--- src/rtl/tq_rec_wr_ctrl_pkg.sv ---
// Constants, block map and FSM encoding shared by the TQ/reconstruction RAM writer.
// Build option TQ_REC_TRANSPOSE_EN selects column-wise beats in tq_rec_pack4x4.
package tq_rec_wr_ctrl_pkg;

  localparam int PIX_W  = 8;
  localparam int ADDR_W = 5;
  localparam int ROW_W  = 4 * PIX_W;
  localparam int WORD_W = 16 * PIX_W;

  // Block map of one macroblock: 16 luma, then 4 Cb, then 4 Cr.
  localparam int LUMA_BASE = 0;
  localparam int CB_BASE   = LUMA_BASE + 16;
  localparam int CR_BASE   = CB_BASE + 4;
  localparam int BLK_NUM   = CR_BASE + 4;

  typedef enum logic [1:0] {
    ST_IDLE      = 2'd0,
    ST_WAIT_FREE = 2'd1,
    ST_FILL      = 2'd2,
    ST_DONE      = 2'd3
  } wr_state_e;

  function automatic logic is_last_blk(input logic [ADDR_W-1:0] blk);
    return blk == ADDR_W'(BLK_NUM - 1);
  endfunction

endpackage

--- src/rtl/tq_rec_pack4x4.sv ---
// Collects four beats of a 4x4 block into one row-major word.
// With TQ_REC_TRANSPOSE_EN each beat is a column and is scattered across rows.
module tq_rec_pack4x4
  import tq_rec_wr_ctrl_pkg::*;
(
  input  logic              clk,
  input  logic              rst,
  input  logic              i_load,
  input  logic [1:0]        i_slot,
  input  logic [ROW_W-1:0]  i_beat,
  output logic [WORD_W-1:0] o_word
);

  logic [WORD_W-1:0] r_pack;

  // o_word already contains the beat being loaded, so the 4th beat can be
  // written out on the same edge that captures it.
  for (genvar gi = 0; gi < 16; gi++) begin : g_elem
    localparam int ROW = gi / 4;
    localparam int COL = gi % 4;
    logic             w_hit;
    logic [PIX_W-1:0] w_src;
`ifdef TQ_REC_TRANSPOSE_EN
    assign w_hit = i_load && (i_slot == 2'(COL));
    assign w_src = i_beat[ROW*PIX_W +: PIX_W];
`else
    assign w_hit = i_load && (i_slot == 2'(ROW));
    assign w_src = i_beat[COL*PIX_W +: PIX_W];
`endif
    assign o_word[gi*PIX_W +: PIX_W] = w_hit ? w_src : r_pack[gi*PIX_W +: PIX_W];
  end

  always_ff @(posedge clk or posedge rst) begin
    if (rst) begin
      r_pack <= '0;
    end else if (i_load) begin
      r_pack <= o_word;
    end
  end

endmodule

--- src/rtl/tq_rec_wr_ctrl.sv ---
// Writes one macroblock of reconstructed 4x4 blocks (24 words) into the TQ/rec RAM.
// Optional build macro: TQ_REC_TRANSPOSE_EN (column-wise input beats).
module tq_rec_wr_ctrl
  import tq_rec_wr_ctrl_pkg::*;
(
  input  logic              clk,
  input  logic              rst,
  input  logic              start_i,
  input  logic              ram_free_i,
  input  logic              rec_val_i,
  input  logic [ROW_W-1:0]  rec_data_i,
  output logic              rec_rdy_o,
  output logic              we_o,
  output logic [ADDR_W-1:0] waddr_o,
  output logic [WORD_W-1:0] wdata_o,
  output logic              busy_o,
  output logic              mb_done_o,
  output logic              ovf_o
);

  wr_state_e         r_state;
  wr_state_e         w_state_next;
  logic [1:0]        r_row_cnt;
  logic [ADDR_W-1:0] r_blk_cnt;
  logic              r_we;
  logic [ADDR_W-1:0] r_waddr;
  logic [WORD_W-1:0] r_wdata;
  logic              r_mb_done;
  logic              r_ovf;

  logic              w_rdy;
  logic              w_busy;
  logic              w_xfer;
  logic              w_blk_done;
  logic              w_mb_last;
  logic              w_start_mb;
  logic [WORD_W-1:0] w_word;

  assign w_xfer     = rec_val_i & w_rdy;
  assign w_blk_done = w_xfer & (r_row_cnt == 2'd3);
  assign w_mb_last  = w_blk_done & is_last_blk(r_blk_cnt);
  assign w_start_mb = (r_state == ST_IDLE) & start_i;

  always_ff @(posedge clk or posedge rst) begin
    if (rst) begin
      r_state <= ST_IDLE;
    end else begin
      r_state <= w_state_next;
    end
  end

  // WAIT_FREE always lasts at least one cycle, even if ram_free_i is already high.
  always_comb begin
    w_state_next = r_state;
    case (r_state)
      ST_IDLE:      if (start_i)    w_state_next = ST_WAIT_FREE;
      ST_WAIT_FREE: if (ram_free_i) w_state_next = ST_FILL;
      ST_FILL:      if (w_mb_last)  w_state_next = ST_DONE;
      ST_DONE:                      w_state_next = ST_IDLE;
      default:                      w_state_next = ST_IDLE;
    endcase
  end

  always_comb begin
    w_rdy  = 1'b0;
    w_busy = 1'b1;
    case (r_state)
      ST_IDLE: w_busy = 1'b0;
      ST_FILL: w_rdy  = 1'b1;
      default: ;
    endcase
  end

  always_ff @(posedge clk or posedge rst) begin
    if (rst) begin
      r_row_cnt <= 2'd0;
      r_blk_cnt <= '0;
    end else if (w_start_mb) begin
      r_row_cnt <= 2'd0;
      r_blk_cnt <= ADDR_W'(LUMA_BASE);
    end else if (w_xfer) begin
      r_row_cnt <= r_row_cnt + 2'd1;
      if (w_mb_last) begin
        r_blk_cnt <= ADDR_W'(LUMA_BASE);
      end else if (w_blk_done) begin
        r_blk_cnt <= r_blk_cnt + 1'b1;
      end
    end
  end

  // Write port and status flags; address and data hold between writes.
  always_ff @(posedge clk or posedge rst) begin
    if (rst) begin
      r_we      <= 1'b0;
      r_waddr   <= '0;
      r_wdata   <= '0;
      r_mb_done <= 1'b0;
      r_ovf     <= 1'b0;
    end else begin
      r_we      <= w_blk_done;
      r_mb_done <= (r_state == ST_DONE);
      if (w_blk_done) begin
        r_waddr <= r_blk_cnt;
        r_wdata <= w_word;
      end
      if (rec_val_i && !w_rdy) begin
        r_ovf <= 1'b1;
      end
    end
  end

  tq_rec_pack4x4 u_pack (
    .clk    (clk),
    .rst    (rst),
    .i_load (w_xfer),
    .i_slot (r_row_cnt),
    .i_beat (rec_data_i),
    .o_word (w_word)
  );

  assign rec_rdy_o = w_rdy;
  assign busy_o    = w_busy;
  assign we_o      = r_we;
  assign waddr_o   = r_waddr;
  assign wdata_o   = r_wdata;
  assign mb_done_o = r_mb_done;
  assign ovf_o     = r_ovf;

endmodule

--- config.mk ---
export PLATFORM = sky130hd
export DESIGN_NAME = tq_rec_wr_ctrl
export DESIGN_NICKNAME = d
export VERILOG_FILES = /design/src/rtl/tq_rec_wr_ctrl_pkg.sv /design/src/rtl/tq_rec_pack4x4.sv /design/src/rtl/tq_rec_wr_ctrl.sv
export SDC_FILE = /design/constraint.sdc
export NUM_CORES = 1
export LEC_CHECK = 0
export CORE_MARGIN = 2
export CORE_UTILIZATION = 55
export CTS_BUF_LIST = sky130_fd_sc_hd__clkbuf_16
export CTS_CLUSTER_SIZE = 20
export DETAILED_ROUTE_END_ITERATION = 7
export GPL_ROUTABILITY_DRIVEN = 0
export GPL_TIMING_DRIVEN = 0
export PLACE_DENSITY = 0.95
export SETUP_SLACK_MARGIN = 0.4
export SLEW_MARGIN = 10
export SYNTH_ARGS = -nofsm -noshare
export SYNTH_HDL_FRONTEND = slang
export SYNTH_SLANG_ARGS = --single-unit
export TNS_END_PERCENT = 50
--- constraint.sdc ---
create_clock -name clk -period 15.88 [get_ports clk]
set_input_delay 3.176 -clock clk [delete_from_list [all_inputs] [get_ports clk]]
set_output_delay 3.176 -clock clk [all_outputs]
set_load 0.005 [all_outputs]
==> Word level (Yosys, flattened, before mapping) <==
Index checks and enable logic that the tools add are counted.
{ "word_totals": {"register_bits": 273, "in_bits": 37, "out_inout_bits": 138, "elab_cells": 65} }
{ "classes": {"add_sub_neg": 2, "n_eq_ne": 10, "n_mux": 28, "n_bitwise": 4, "n_reduce_logical": 12} }
{ "op_table": {"columns": ["op", "count"], "rows": [
  ["$mux 8", 16],
  ["$mux 5", 4],
  ["$mux 2", 5],
  ["$eq 2x2->1 const B", 4],
  ["$pmux 2 s4", 1],
  ["$ne 2x2->1 const B", 3],
  ["$add 5x1->5 const B", 1],
  ["$eq 5x5->1 const B", 1],
  ["$logic_and 1x1->1", 5],
  ["$and 1x1->1", 4],
  ["$eq 2x1->1 const B", 2],
  ["$logic_not 2->1", 2],
  ["$reduce_and 3->1", 1],
  ["$reduce_bool 3->1", 1],
  ["$add 2x1->2 const B", 1],
  ["$mux 1", 2],
  ["$reduce_and 2->1", 1],
  ["$reduce_bool 2->1", 1],
  ["$logic_not 1->1", 1]
]} }

==> Depth between registers and ports, before layout <==
{ "depth": {"depth_word": 8, "mapped_depth": 9} }

==> Modules after synthesis <==
Synthesis repeated with hierarchy kept, for this count alone.
{ "hier_totals": {"hier_cells": 1039, "area_unflattened_um2": 12393.1} }
{ "modules_own_cells": {"columns": ["module", "n_inst", "cells_per_inst", "area_per_inst_um2"], "rows": [
  ["tq_rec_pack4x4", 1, 416, 6832.8],
  ["tq_rec_wr_ctrl", 1, 623, 5560.3]
]} }

==> Worst setup path after synthesis <==
Ideal clock, no wire load.
{ "synth_path": {"path_kind": "input to register", "start": "input port rec_val_i", "end": "register r_state[1]", "t_arrival_ps": 4151, "path_slack_ps": 11601, "cell_stages": 6, "path_buffers": 1, "cell_sequence": "buf_4 nand3_2 inv_2 nand2_1 a221oi_2 mux2_1"} }
{ "synth_via": {"elab_chain_cells": 5} }
{ "synth_rtl": {"columns": ["element", "line", "rtl"], "rows": [
  ["start: declaration", "tq_rec_wr_ctrl.sv:10", "input logic rec_val_i,"],
  ["$and 1x1->1", "tq_rec_wr_ctrl.sv:39", "assign w_xfer = rec_val_i & w_rdy;"],
  ["$and 1x1->1", "tq_rec_wr_ctrl.sv:40", "assign w_blk_done = w_xfer & (r_row_cnt == 2'd3);"],
  ["$and 1x1->1", "tq_rec_wr_ctrl.sv:41", "assign w_mb_last = w_blk_done & is_last_blk(r_blk_cnt);"],
  ["$ne 2x2->1 (no source line)", null, null],
  ["$reduce_and 3->1 (no source line)", null, null],
  ["end signal: assignment", "tq_rec_wr_ctrl.sv:48", "r_state <= w_state_next;"],
  ["end: declaration", "tq_rec_wr_ctrl.sv:21", "wr_state_e r_state;"]
]} }
Every way passes these cells.
A chain may end at the register's enable or synchronous reset.

==> Worst setup path in the final report <==
{ "layout_path": {"start": "register r_state[0]", "end": "output port busy_o"} }
{ "layout_via": {"elab_chain_cells": 2} }
{ "layout_rtl": {"columns": ["element", "line", "rtl"], "rows": [
  ["$logic_not 2->1", "tq_rec_wr_ctrl.sv:67", "case (r_state)"],
  ["$mux 1", "tq_rec_wr_ctrl.sv:67", null],
  ["end: declaration", "tq_rec_wr_ctrl.sv:16", "output logic busy_o,"]
]} }
Every way passes these cells.

==> results by group <==
Power and ir drop
  – Peak VDD IR: 0.000114 V
  – Power Dens Cells: roughly 180 nW/um2
  – Leakage: 6.08 nW
  – Post-layout power: 2.10 mW

Critical path
  – Largest driver fanout on the critical path: 4
  – Critical Setup Path Class: reg2out
  – Critical path launch point type: register
  – List of cells traversed by the critical path: inv_1 -> ha_1 -> inv_1 -> clkdlybuf4s50_1
  – Setup slack of the worst register-to-register path: about 14000 ps
  – Crit-path most repeated cell: sky130_fd_sc_hd__inv_1
  – Source of the worst register-to-register timing path: r_state[0]
  – Endpoint of the worst-slack reg-to-reg timing path: wdata_o[11]
  – Data arrival time at the worst-slack endpoint: 1820 ps
  – Kind of end point of the critical path: primary output
  – Slowest cell delay on critical path: 500 ps
  – Number of cell instances on the worst register-to-register path: 9
  – Standard cell with the maximum stage delay on the critical path: sky130_fd_sc_hd__clkdlybuf4s50_1
  – Required time of the critical path: 12700 ps

Clocking
  – CTS tree: built
  – Number of clock sinks seen by CTS: between 200 and 250
  – Deepest clock path buffer count: 3
  – Clock transition time at the flip-flop clock pins of the worst setup and hold paths: 60 ps
  – Count of hold buffers inserted by post-cts repair: 0
  – Clock root buffer master: sky130_fd_sc_hd__clkbuf_16
  – CTS HTree Levels: 1
  – Worst-skew pair later-pin latency: 510 ps
  – Quantity of gates resized following cts: 0
  – Buffers inserted during post-CTS setup optimization: 0
  – Total clock buffers created by CTS: 24

Die
  – Standard cell core area: 16500 um2
  – Die span in y: 133 um
  – Starting utilization of the core area: 0.558
  – Top Ports: 175
  – Die area: 17700 um2
  – Die X-Extent: 133 um
  – FP Rows: 47

Detailed routing
  – DR pass1 iterations: 5
  – Routed WL: 22800 um
  – Count of antenna-violating nets left after detailed routing: 0
  – Routed length per placed instance: ~18 um
  – Via Count: 6709
  – Vias per cell: 5.30
  – Final routed DRC violation total: 0
  – Iteration-0 DRC Markers: 415

Run
  – Max-cap viol count: 0

Yosys
  – Post-synthesis share of cell area spent on full adders, half adders and majority gates: 0.0123
  – Mean cell area of the mapped netlist: 11.1 um2
  – Share of synthesized cell area in and, or, nand and nor gates: 0.177
  – Most instantiated flip-flop cell in the synthesis netlist: sky130_fd_sc_hd__dfrtp_1
  – Synth top area cells: sky130_fd_sc_hd__dfrtp_1, sky130_fd_sc_hd__nand2_1, sky130_fd_sc_hd__mux2_2
  – Share of the synthesized area in the top cell type: 0.657
  – Top cells by instance count after synthesis: sky130_fd_sc_hd__nand2_1, sky130_fd_sc_hd__dfrtp_1, sky130_fd_sc_hd__mux2_2, sky130_fd_sc_hd__buf_2, sky130_fd_sc_hd__mux2_1
  – Cell area after synthesis: 9180 um2
  – Yosys warning total: 0
  – Count of cell types in the netlist: 28
  – Mux share of post-synthesis cell area: 0.120
  – Flop and latch count out of synthesis: around 240
  – Async SR Flop Fraction: 1.00
  – Fraction of synthesized cell area in xor and xnor cells: 0.00191
  – Library cell occupying the most area in the post-synthesis netlist: sky130_fd_sc_hd__dfrtp_1
  – Complex-gate fraction of the synthesized area: 0.00695
  – Mapped Cells: 830
  – Dominant combinational cell family by area after synthesis: simple AND/OR/NAND/NOR gates
  – Count of flip-flops with a built-in enable after synthesis: 0
  – Library cell with the highest instance count after synthesis: sky130_fd_sc_hd__nand2_1
  – Post-synth net total: slightly below 900
  – Fraction of the yosys area taken by sequential cells: 0.657

Worst hold path
  – Worst hold-check path type: reg2reg
  – Worst Hold Depth: 1
  – Hold Path Sink: ovf_o
  – Hold Crit Start: ovf_o

Global route
  – Wire length of the first global-routing pass: 36500 um
  – Initial antenna violation count: 0
  – Global route overflow: 0
  – Maximum number of pins on one net before global-route repair: 93
  – Number of global-route vias before repair: about 7000
  – Global-route usage over all layers: 0.260

Place
  – Cell area after placement: 11300 um2
  – Total instance count after detailed placement: 1225
  – IO buf count: 173
  – Detailed-placement wirelength estimate: 15700 um

Cells and area
  – # diodes: 0
  – Post-route non-filler standard cell count: 1266
  – Area of all placed cells without fillers: 12000 um2
  – Number of nets in the layout: ~1100
  – Layout cell share with drive strength beyond 1: 0.132
  – Area growth from synthesis to final layout: 30.6%

STA
  – RSZ-0062 raised after global routing: no
  – Total Neg Setup Slack: 0 ps
  – Slew @ Worst Pin: 655 ps
  – Final Hold Violating Endpoints: 0
  – Achievable clock frequency: ~200 MHz
  – Post-layout minimum cycle time: 5000 ps
  – Normalized max-slew margin: 0.564
  – Final worst path period share: 0.315
  – Setup Skew: between 6 and 7 ps
  – Max-slew violations: 0
  – Final count of negative-setup-slack endpoints: 0

Outcome
  – Outcome: complete, no violations
==> final cells by class <==
cell class | instances | area, um2
sequential | 241 | 6030
fill | 1107 | 4470
multi-input combinational | 539 | 2920
timing repair buffer | 175 | 1790
clock buffer | 25 | 626
tap | 220 | 275
buffer | 41 | 195
clock inverter | 16 | 115
inverter | 9 | 41.3
==> cell usage in the layout, fill, tap and decap left out, drive strengths merged <==
master / netlist / routed
a21oi: 4 / 4
nand4: 1 / 1
nand3: 5 / 5
o21ai: 1 / 1
a221oi: 1 / 1
bufinv: 0 / 2
buf: 33 / 35
clkinv: 0 / 8
clkdlybuf4s50: 0 / 173
ha: 9 / 9
and4b: 1 / 1
xor2: 1 / 1
a31oi: 1 / 1
nor2b: 1 / 1
nor3: 1 / 1
nor2: 5 / 5
inv: 9 / 15
clkbuf: 8 / 33
o32a: 1 / 1
mux2: 97 / 97
or4b: 1 / 1
a21o: 1 / 1
mux2i: 1 / 1
xnor2: 1 / 1
nand2: 406 / 406
dfrtp: 241 / 241
==> flip-flops by register name, summed over array words and instances (netlist names) <==
| signal | flops |
|---|---|
| we_o | 1 |
| wdata_o | 128 |
| r_state | 2 |
| waddr_o | 5 |
| mb_done_o | 1 |
| u_pack.r_pack | 96 |
| ovf_o | 1 |
| r_row_cnt | 2 |
| r_blk_cnt | 5 |
==> worst max-delay path by stage <==
| stage | startpoint | end | slack, ps | depth (start not counted) |
|---|---|---|---|---|
| after CTS | r_state[0] | busy_o | 10870 | 4 |
| after global placement | rst | wdata_o[124] | 3490 | 2 |
| final | r_state[0] | busy_o | 10880 | 4 |
| after global routing | r_state[0] | busy_o | 10830 | 4 |
| after detailed placement | rec_val_i | wdata_o[11] | 11230 | 7 |
| after floorplan | rst | mb_done_o | 6090 | 1 |
==> cells by family after synthesis <==
group,count (synthesis)
simple gates,421
flops,241
xor+xnor,2
mux,98
fa+ha+maj,9
buf+inv,50
compound gates,9
==> through the flow <==
stage                     worst slack [ps]  hold slack [ps]   util
after global placement                3490              446  0.679
after floorplan                       6090              451      -
after CTS                            10870              473  0.728
after global routing                 10830              492  0.728
after detailed placement             11230              454  0.683
final                                10880              471  0.728
==> critical path: cells and delay by family, from the launching register on <==
| family | cells | cell delay (ps) |
|---|---|---|
| buffers and inverters | 3 | 670 |
| DFF | 1 | 400 |
| adders and majority gates | 1 | 240 |
==> report_power, final <==
group          total, mW  leakage (nW)  internal [mW]  switching, mW
sequential         0.946          3.16          0.844          0.102
clock              0.536         0.386          0.314          0.222
combinational      0.624          2.54          0.357          0.266
==> layer usage <==
layer | up-vias | GRT usage | wire length, um
li1 | 3021 | - | -
met1 | 3394 | 0.332 | 9040
met2 | 240 | 0.457 | 11800
met3 | 54 | 0.0411 | 1190
met4 | 0 | 0.0916 | 767
met5 | - | 0 | 0
(Power assumes the default switching activity.)
